### src/rtl/video_timing_gen.sv
// video_timing_gen: raster position counter with blanking, sync and line/frame pulse decode.
// Latency: every output is a register describing the hpos/vpos presented in the same cycle.
// Backpressure: ce=0 freezes position, VDE, CD and frame_cnt; line/frame pulses still self-clear.
module video_timing_gen #(
    parameter int H_ACTIVE = 800,
    parameter int H_FP     = 40,
    parameter int H_SYNC   = 128,
    parameter int H_BP     = 88,
    parameter int V_ACTIVE = 600,
    parameter int V_FP     = 1,
    parameter int V_SYNC   = 4,
    parameter int V_BP     = 23,
    parameter int HS_POL   = 0,
    parameter int VS_POL   = 0,
    parameter int FRAME_W  = 8,
    localparam int H_TOTAL = H_ACTIVE + H_FP + H_SYNC + H_BP,
    localparam int V_TOTAL = V_ACTIVE + V_FP + V_SYNC + V_BP,
    localparam int HW      = $clog2(H_TOTAL),
    localparam int VW      = $clog2(V_TOTAL)
) (
    input  logic               pixclk,
    input  logic               rst,
    input  logic               ce,
    output logic [HW-1:0]      hpos,
    output logic [VW-1:0]      vpos,
    output logic               VDE,
    output logic [1:0]         CD,
    output logic               line_start,
    output logic               frame_start,
    output logic [FRAME_W-1:0] frame_cnt
);

    // Last legal column/line; the counters wrap from here back to zero.
    localparam logic [HW-1:0] H_LAST = HW'(H_TOTAL - 1);
    localparam logic [VW-1:0] V_LAST = VW'(V_TOTAL - 1);

    // Decode thresholds carry one extra bit: the sync end can equal the total,
    // which does not fit in HW/VW bits when the total is a power of two.
    localparam logic [HW:0] H_ACT_END  = (HW+1)'(H_ACTIVE);
    localparam logic [HW:0] H_SYNC_BEG = (HW+1)'(H_ACTIVE + H_FP);
    localparam logic [HW:0] H_SYNC_END = (HW+1)'(H_ACTIVE + H_FP + H_SYNC);
    localparam logic [VW:0] V_ACT_END  = (VW+1)'(V_ACTIVE);
    localparam logic [VW:0] V_SYNC_BEG = (VW+1)'(V_ACTIVE + V_FP);
    localparam logic [VW:0] V_SYNC_END = (VW+1)'(V_ACTIVE + V_FP + V_SYNC);

    // Pin level of each sync while asserted.
    localparam logic HS_ON = (HS_POL != 0);
    localparam logic VS_ON = (VS_POL != 0);

    logic [HW-1:0] h_nxt;
    logic [VW-1:0] v_nxt;
    logic          h_wrap;
    logic          v_wrap;
    logic [HW:0]   h_ext;
    logic [VW:0]   v_ext;
    logic          vde_nxt;
    logic          hs_act_nxt;
    logic          vs_act_nxt;
    logic [1:0]    cd_nxt;
    logic          line_nxt;
    logic          frame_nxt;

    // Next raster position; >= instead of == keeps the counters in range even
    // if a register were ever upset past the last legal value.
    always_comb begin
        h_wrap = (hpos >= H_LAST);
        v_wrap = (vpos >= V_LAST);
        h_nxt  = h_wrap ? '0 : hpos + HW'(1);
        v_nxt  = vpos;
        if (h_wrap) begin
            v_nxt = v_wrap ? '0 : vpos + VW'(1);
        end
    end

    // Decode blanking, sync and pulses from the next position so the registered
    // outputs line up with the registered position (no pipeline skew).
    always_comb begin
        h_ext      = {1'b0, h_nxt};
        v_ext      = {1'b0, v_nxt};
        vde_nxt    = (h_ext < H_ACT_END) && (v_ext < V_ACT_END);
        hs_act_nxt = (h_ext >= H_SYNC_BEG) && (h_ext < H_SYNC_END);
        vs_act_nxt = (v_ext >= V_SYNC_BEG) && (v_ext < V_SYNC_END);
        cd_nxt     = {vs_act_nxt ? VS_ON : ~VS_ON, hs_act_nxt ? HS_ON : ~HS_ON};
        line_nxt   = (h_nxt == '0);
        frame_nxt  = (h_nxt == '0) && (v_nxt == '0);
    end

    // Output registers: reset parks the raster on its last pixel so the first
    // enabled edge lands on (0,0) and opens frame 1.
    always_ff @(posedge pixclk) begin
        if (rst) begin
            hpos        <= H_LAST;
            vpos        <= V_LAST;
            VDE         <= 1'b0;
            CD          <= {~VS_ON, ~HS_ON};
            line_start  <= 1'b0;
            frame_start <= 1'b0;
            frame_cnt   <= '0;
        end else begin
            line_start  <= 1'b0;
            frame_start <= 1'b0;
            if (ce) begin
                hpos        <= h_nxt;
                vpos        <= v_nxt;
                VDE         <= vde_nxt;
                CD          <= cd_nxt;
                line_start  <= line_nxt;
                frame_start <= frame_nxt;
                if (frame_nxt) begin
                    frame_cnt <= frame_cnt + FRAME_W'(1);
                end
            end
        end
    end

endmodule

### config.mk
export PLATFORM = sky130hd
export DESIGN_NAME = video_timing_gen
export DESIGN_NICKNAME = d
export VERILOG_FILES = /design/src/rtl/video_timing_gen.sv
export SDC_FILE = /design/constraint.sdc
export NUM_CORES = 1
export LEC_CHECK = 0
export ABC_CLOCK_PERIOD_IN_PS = 5300
export CORE_ASPECT_RATIO = 1.75
export CORE_MARGIN = 10
export CORE_UTILIZATION = 40
export DETAILED_ROUTE_END_ITERATION = 10
export PLACE_DENSITY = 0.66
export SLEW_MARGIN = 10
export SYNTH_ARGS = -nofsm -noshare
export SYNTH_HDL_FRONTEND = slang
export SYNTH_SLANG_ARGS = --single-unit
export TNS_END_PERCENT = 1
### constraint.sdc
create_clock -name pixclk -period 5.3 [get_ports pixclk]
set_input_delay 1.06 -clock pixclk [delete_from_list [all_inputs] [get_ports pixclk]]
set_output_delay 1.06 -clock pixclk [all_outputs]
set_load 0.02 [all_outputs]
==> results.md, run 1 <==
Critical path:
- The largest delay contributor family on the critical path is simple AND/OR/NAND/NOR gates.
- The critical path capture point type is a flip-flop.
- The number of buffers and inverters on the critical path is 0.
- The maximum fanout encountered on the critical timing path is 14.
- The classification of the worst setup path is reg -> reg.
- The arrival time at the worst endpoint is about 3700 ps.
- The worst setup path is launched from a flip-flop.
- For the worst setup path, the data required time is roughly 5500 ps.
- Traced cell by cell, the critical path runs through nand3_1 -> nor4_1 -> xor2_1 -> o41ai_2 -> nand4_2 -> nor4b_1 -> mux2_2.
- On the critical path, the stage with the largest delay is an instance of sky130_fd_sc_hd__nor4_1.
- The peak per-stage delay on the critical path is about 640 ps.

STA:
- The worst slack on hold paths is approximately 500 ps.
- Headroom to the max-slew limit came out at between 30% and 40%.
- The final setup TNS is 0 ps.
- On the final layout, the worst clock skew is 6.99 ps.
- Setup violations remaining at the end of the flow were counted as 0.
- The final period utilization is between 60% and 70%.
- The final critical path time including I/O delays and setup is around 3500 ps.
- Static timing analysis puts the maximum clock frequency at 284 MHz.
- The total count of hold-check failures in the final report is 0.
- The final-report max-slew violation count was 0.
- The slew at the pin closest to its max-slew limit is 927 ps.
- Setup repair after global routing left no endpoint under its margin.

Detailed routing:
- Dividing the detail-routed via count by the number of cells gives ~6.2.
- The post-detailed-route count of antenna-violating nets is 0.
- The violation count after the first detailed-routing iteration is about 220.
- In the final routed layout, each cell accounts on average for ~18 um.
- The total routed wirelength is 7.44 mm.
- The first detailed-routing pass ran for 4 iterations.
- The final route contains 2577 vias.
- In the routed design, unresolved DRC markers number 0.

Power and ir drop:
- Across the VDD grid, the largest voltage drop is between 150 and 200 uV.
- Combinational cells account for approximately two fifths of the total power.
- The clock network burns between 20% and 30% of the power.
- The power spent charging and discharging nets is slightly below 400 uW.
- For this design the static power due to leakage is ~0.00099 uW.
- Dividing total power by cell area gives a power density of ~350 nW/um^2.
- The share of total power dissipated in sequential elements is 32.1%.
- The internal power summed over all cells is 603 uW.
- Of the total power, the share spent switching nets is between 30% and 40%.

Floorplan:
- The die covers roughly 9700 um^2.
- The starting density of the core is between 40% and 50%.
- The count of standard-cell rows is 37.
- The y dimension of the die is 123 um.
- During I/O placement, the number of pins put on the boundary was 37.
- The core region is 5880 um^2.
- The horizontal extent of the die is roughly 80 um.

Synth:
- The mean cell area of the mapped netlist is 7.49 um^2.
- Counting flops with a built-in enable in the synthesized netlist gives 0.
- The synthesized instance count is ~320.
- The post-synthesis instance area is between 2000 and 2500 um^2.
- Summing the areas of all fa, ha and maj instances in the mapped netlist gives between 1.5 and 2% of the synthesized area.
- In this run the biggest area consumer among cell types represents between 20% and 30% of the synthesized area.
- The compound-cell area share of the yosys netlist is between 20% and 30%.
- The number of different library cells used by synthesis comes to 63.
- Synthesis produced a netlist with a net count of roughly 330.
- The most instantiated flip-flop cell in the synthesis netlist is sky130_fd_sc_hd__dfxtp_1.
- Yosys printed 0 warnings.
- The most used standard cell by instance count after synthesis is sky130_fd_sc_hd__dfxtp_1.
- In this run, synthesis produced a sequential element count of 34.
- The share of flip-flops with an asynchronous set or reset after synthesis is 0%.
- The basic-gate share of the synthesized area counting and, or, nand and nor cells is between 30% and 40%.
- The fraction of synthesized area in multiplexers is between 1.5 and 2%.
- Ranked by total cell area, the synthesized netlist is headed by sky130_fd_sc_hd__dfxtp_1 (28%), sky130_fd_sc_hd__a21oi_1 (5.4%), sky130_fd_sc_hd__o21ai_0 (5.0%), sky130_fd_sc_hd__nand3_1 (4.8%), sky130_fd_sc_hd__nand2_1 (4.7%).
- The portion of the post-synthesis area used by sequential elements is between 20% and 30%.
- By count the netlist is led by sky130_fd_sc_hd__dfxtp_1 (34), sky130_fd_sc_hd__nand2_1 (30), sky130_fd_sc_hd__a21oi_1 (26).
- The cell accounting for the most synthesized area is sky130_fd_sc_hd__dfxtp_1.
- The largest family of logic cells by synthesized area is simple AND/OR/NAND/NOR gates.
- The area share of xor/xnor cells in the synthesized design is approximately 2.2%.

GRT:
- The number of global-route vias before repair was about 2600.
- The first global-routing pass estimated between 10 and 15 mm of wire.
- The largest net degree at the start of global routing is 26.
- Global routing used approximately 16% of the available tracks.
- The total overflow left after global routing is 0.
- The initial antenna violation count is 0.

Placed design:
- The port buffer count is 36.
- Once detailed placement completed, the half-perimeter wirelength came to approximately 5.5 mm.
- Routability-driven placement finished with a final weighted congestion of roughly 0.96.

Flow run:
- The number of max-cap violations is 0.

Clock tree:
- The number of instances resized during post-cts repair is 0.
- The largest buffer count on any clock path is 2.
- The tree is rooted in a sky130_fd_sc_hd__clkbuf_8.
- After clock tree synthesis, the clock-pin slew on the worst setup and hold paths is 80 ps.
- The number of H-tree branching levels is 2.
- The clock sink total is 34.
- Buffers inserted during clock tree synthesis total 5.
- Clock latency on the worst-skew pair, taken at its later pin, is about 300 ps.
- The hold buffer count at cts is 0.
- TritonCTS built the clock tree.
- Once the clock tree was built, the setup fixing pass inserted 0 buffers.

Layout:
- The final-layout fill cell count is 617.
- The area growth from synthesis to final layout is 19.6%.
- The number of antenna cells inserted is 0.
- The fraction of final layout cells sized beyond drive strength 1 is between 6 and 7%.
- The layout net count is approximately 340.

Run status:
- The flow ran to the end, and the final reports show no timing, DRC or antenna violations.

Worst hold path:
- The path class of the tightest hold or removal check is reg -> reg.
[worst paths after layout]
kind / start / slack, ps / endpoint / cells after the start
setup / recovery: hpos[2] / 1770 / frame_cnt[5] / 7
hold / removal: frame_cnt[4] / 500 / frame_cnt[4] / 2
setup reg to reg: hpos[2] / 1770 / frame_cnt[5] / 7
hold reg to reg: frame_cnt[4] / 500 / frame_cnt[4] / 2
[per-layer routing]
metal / track usage (%) / share of wire [%]
met1: 15.7 / 37
met2: 29.0 / 53
met3: 3.59 / 5.4
met4: 9.23 / 4.8
met5: 0 / 0
[kinds of logic after synthesis]
group,after synthesis
AOI/OAI and AO/OA,99
xor gates and xnor gates,6
adders and majority gates,3
buffers and inverters,36
DFF,34
muxes,4
and+or+nand+nor,140
[registers in the layout, summed over array words and instances (netlist names)]
signal	flops
CD	2
VDE	1
frame_cnt	8
frame_start	1
hpos	11
line_start	1
vpos	10
[power by group through the flow]
stage	combinational (uW)	sequential, uW	clock (uW)
after floorplan	271	323	0
after global placement	375	323	0
after detailed placement	374	324	0
after CTS	376	318	301
after global routing	421	325	308
final	381	320	296
[worst min-delay path, cell delays in order, from the launching register on]
cell                      delay, ps
sky130_fd_sc_hd__dfxtp_1        340
sky130_fd_sc_hd__o31ai_1         70
sky130_fd_sc_hd__a21oi_1         60
[final cells by class]
cell class | instances | area [um^2] | area share, %
clock buffer | 5 | 68.8 | 2.39
clock inverter | 3 | 68.8 | 2.39
inverter | 7 | 26.3 | 0.911
multi-input combinational | 252 | 1570 | 54.3
sequential | 34 | 681 | 23.6
tap | 78 | 97.6 | 3.38
timing repair buffer | 38 | 375 | 13.0
[per-stage QoR]
step | util (%) | area [um^2] | total power (uW) | worst slack [ps] | instances
after floorplan | - | 2410 | 594 | 2420 | 322
after global placement | 46.7 | 2750 | 698 | 1920 | 409
after detailed placement | 46.7 | 2750 | 698 | 1760 | 409
after CTS | 49.1 | 2880 | 995 | 1770 | 417
after global routing | 49.1 | 2880 | 1050 | 1530 | 417
final | 49.1 | 2880 | 997 | 1770 | 417
[cell usage in the layout, fill, tap and decap left out, types with 6 or more instances in the layout]
cell type,Yosys,routed
sky130_fd_sc_hd__o21ai_0,24,24
sky130_fd_sc_hd__nand3_1,23,23
sky130_fd_sc_hd__clkdlybuf4s50_1,0,36
sky130_fd_sc_hd__a21oi_1,26,26
sky130_fd_sc_hd__nor3_1,12,12
sky130_fd_sc_hd__dfxtp_1,34,34
sky130_fd_sc_hd__o211ai_1,6,6
sky130_fd_sc_hd__nor2b_1,6,6
sky130_fd_sc_hd__nor2_1,22,22
sky130_fd_sc_hd__inv_1,7,7
sky130_fd_sc_hd__nand4_1,7,7
sky130_fd_sc_hd__or3_1,9,9
sky130_fd_sc_hd__nand2_1,30,30
sky130_fd_sc_hd__o31ai_1,6,6
Note: power is estimated with default switching activity, not from simulation.
==> inputs of run 2 (changes only) <==
--- a/config.mk
+++ b/config.mk
@@ -5,7 +5,7 @@
 export SDC_FILE = /design/constraint.sdc
 export NUM_CORES = 1
 export LEC_CHECK = 0
-export ABC_CLOCK_PERIOD_IN_PS = 5300
+export ABC_CLOCK_PERIOD_IN_PS = 3530
 export CORE_ASPECT_RATIO = 1.75
 export CORE_MARGIN = 10
 export CORE_UTILIZATION = 40
==> constraint.sdc (replaced) <==
create_clock -name pixclk -period 3.53 [get_ports pixclk]
set_input_delay 0.706 -clock pixclk [delete_from_list [all_inputs] [get_ports pixclk]]
set_output_delay 0.706 -clock pixclk [all_outputs]
set_load 0.02 [all_outputs]
==> run 2 against run 1 <==
Effect of this change:
- largest cell class unchanged
- hold slack got worse by 4.8 ps
- clock-buffer cell count did not move
- non-clock buffer count rose by 9
- cell count rose by 2.2%
- fmax rose by 10%
- critical path type unchanged
- sequential cell count did not move
- clock skew fell by 1.9 ps
==> results.md, run 2 (synthesized netlist as in run 1, its figures left out) <==
Detailed routing:
- The number of detailed-routing iterations run before antenna repair is 7 (+3).
- The violation count after the first detailed-routing iteration came to 349 (+56%).
- The total routed wirelength was 7.50 mm (+0.69%).
- The mean routed wirelength per cell is 17.6 um (-1.4%).
- The residual DRC count is 0 (unchanged).
- The post-detailed-route count of antenna-violating nets was 0 (unchanged).
- The via density per instance came to 6.16 (-0.29%).
- The detailed-route via count was 2625 (+1.9%).

Worst hold path:
- The hold-critical path depth is 2 (unchanged).
- The hold path startpoint is frame_cnt[4].
- The worst min-delay path category is reg -> reg.
- The worst hold path terminates at frame_cnt[4].

Clock tree:
- The setup fix buffers added after clock tree synthesis is 0 (unchanged).
- The cell at the root of the clock tree is sky130_fd_sc_hd__clkbuf_8.
- The clock sink total was 34 (unchanged).
- The clock-pin slew on the worst setup and hold paths is 80 ps (about the same).
- The hold buffer count at cts is 0 (unchanged).
- The number of H-tree branching levels was 2 (unchanged).
- The number of instances resized during post-cts repair is 0 (unchanged).
- The largest buffer count on any clock path is 2 (unchanged).
- The CTS buffer count came to 5 (unchanged).
- The insertion delay of the later-clocked pin in the worst-skew pair was 290 ps (about the same).
- The TritonCTS clock tree is yes.

STA:
- The final setup TNS is 0 ps (unchanged).
- The top achievable clock speed is 312 MHz (+10%).
- The setup clock skew after layout was 5.12 ps (-1.87 ps).
- The final critical path time including I/O delays and setup was 3200 ps (-323 ps).
- The count of endpoints failing setup in the final report came to 0 (unchanged).
- The total count of hold-check failures in the final report is 0 (unchanged).
- The post-route worst setup slack is 326 ps (-1450 ps).
- The final period utilization is 90.8% (+24 points).
- The final-report max-slew violation count was 0 (unchanged).
- The slew at the pin closest to its max-slew limit is 909 ps (-17.6 ps).
- The worst slack on hold paths is 499 ps (-4.80 ps).
- The worst relative slew slack is 39.4% (+1.2 points).
- Setup repair after global routing left no endpoint under its margin.

Power and ir drop:
- The worst IR drop on VDD is 300 uV (+51%).
- The areal power density over the cells was 521 nW/um^2 (+51%).
- The static leakage power is 0.00104 uW (+4.1%).

Critical path:
- The worst reg-to-reg path cell count was 9 (+2).
- The critical path is of the reg -> reg type.
- The largest individual stage delay along the critical path comes from the cell sky130_fd_sc_hd__a2111oi_0.
- The startpoint identified for the worst register-to-register timing path is hpos[0].
- The signal on the critical path passes through ha_1 -> a21oi_1 -> o211ai_2 -> nand2_1 -> buf_4 -> o21ai_0 -> o21ai_0 -> a2111oi_0 -> a32o_1.
- The register-to-register path setup slack is 330 ps (-1450 ps).
- The required arrival time at the worst endpoint is 3770 ps (-1720 ps).
- The peak per-stage delay on the critical path is 700 ps (+60 ps).
- The maximum fanout encountered on the critical timing path is 11 (-3).
- STA classifies the critical path startpoint as a flip-flop.
- The most prevalent standard cell on the critical path is sky130_fd_sc_hd__o21ai_0.
- The arrival time at the worst endpoint is 3440 ps (-280 ps).
- The critical path capture point type is a flip-flop.
- The endpoint identified for the worst register-to-register timing path is VDE.

Placed design:
- The pre-CTS worst setup slack is 390 ps (-1370 ps).
- The port buffer count came to 36 (unchanged).
- The routability-driven placement congestion ratio came to 0.935 (-2.2%).
- The HPWL reported at the end of detailed placement was 5.55 mm (+1.1%).

Layout:
- The total area of sequential cells is 681 um^2 (unchanged).
- The final-layout fill cell count is 608 (-1.5%).
- The largest registers in the layout are hpos x11, vpos x10, frame_cnt x8.
- The footprint of the multi-input gates is 1570 um^2 (unchanged).
- The most common cell after layout, fill and taps aside is sky130_fd_sc_hd__clkdlybuf4s50_1.
- The register with the most flip-flops is hpos.
- The final core utilization is 50.2% (+1.1 points).
- Compared with the post-synthesis result, the final layout area differs by 22.4%.
- The number of flip-flops in the largest register is 11 (unchanged).
- The layout net count is 353 (+2.6%).
- The fraction of final layout cells sized beyond drive strength 1 is 8.62% (+2.4 points).
- Leaving out fill and tap cells, the most frequent cells in the layout are sky130_fd_sc_hd__clkdlybuf4s50_1 (36), sky130_fd_sc_hd__dfxtp_1 (34), sky130_fd_sc_hd__nand2_1 (30).
- The number of antenna cells inserted is 0 (unchanged).

Floorplan:
- The horizontal extent of the die is 78.7 um (unchanged).
- The die outline area is 9660 um^2 (unchanged).
- The count of standard-cell rows was 37 (unchanged).
- The number of placed I/O pins is 37 (unchanged).
- The core box area is 5880 um^2 (unchanged).
- The starting density of the core is 41.0% (unchanged).
- The y dimension of the die came to 123 um (unchanged).

Flow run:
- The number of max-cap violations was 0 (unchanged).

GRT:
- The initial antenna violation count is 0 (unchanged).
- The largest net degree at the start of global routing was 25 (-3.8%).
- The residual overflow from global routing is 0 (unchanged).
- The number of global-route vias before repair is 2525 (-1.4%).
- The global-route total usage across every layer was 15.7% (-0.027 points).
- The wire length of the first global-routing pass came to 12.4 mm (-0.78%).

Run status:
- The run finished with clean final reports.
==> run 2: layout make-up <==
cell class,count,area share (%)
clock buffer,5,2.33
clock inverter,3,2.33
inverter,7,0.890
multi-input combinational,252,53.1
sequential,34,23.1
tap,78,3.31
timing repair buffer,47,15.0
==> run 2: power breakdown <==
group	switching, uW	total [uW]	leakage, uW	internal, uW
clock network	162	445	0.0000683	283
logic	390	630	0.000690	240
registers	50.2	463	0.000277	412
total	602	1540	0.00104	935
==> run 2: how the worst max path moves through the flow <==
stage | from | to | slack (ps) | cells after the start
6_report | hpos[0] | VDE | 330 | 9
5_1_grt | hpos[0] | frame_cnt[5] | 30 | 8
4_1_cts | hpos[0] | frame_cnt[7] | 360 | 8
3_5_place_dp | hpos[0] | frame_cnt[7] | 390 | 8
3_3_place_gp | hpos[0] | frame_cnt[7] | 450 | 8
2_1_floorplan | hpos[0] | frame_cnt[7] | 650 | 9
==> run 2: stage by stage <==
stage,cell area [um^2],total power [uW],instances
after floorplan,2410,892,322
after detailed placement,2810,1090,418
after global routing,2950,1620,426
after CTS,2950,1530,426
after global placement,2810,1090,418
final,2950,1540,426
==> run 2: routing by layer <==
| layer | global-route usage, % | vias up | wire [um] |
|---|---|---|---|
| met2 | 28.6 | 111 | 3940 |
| met5 | 0 | - | 0 |
| met3 | 3.66 | 27 | 487 |
| met4 | 9.57 | 0 | 286 |
| met1 | 15.8 | 1230 | 2780 |
| li1 | - | 1257 | - |
==> run 2: critical path, delay by kind of cell, from the launching register on <==
family,cells,cell delay (ps)
AOI/OAI and AO/OA,6,1700
DFF,1,490
adders and majority gates,1,420
and+or+nand+nor,1,290
buffers and inverters,1,240
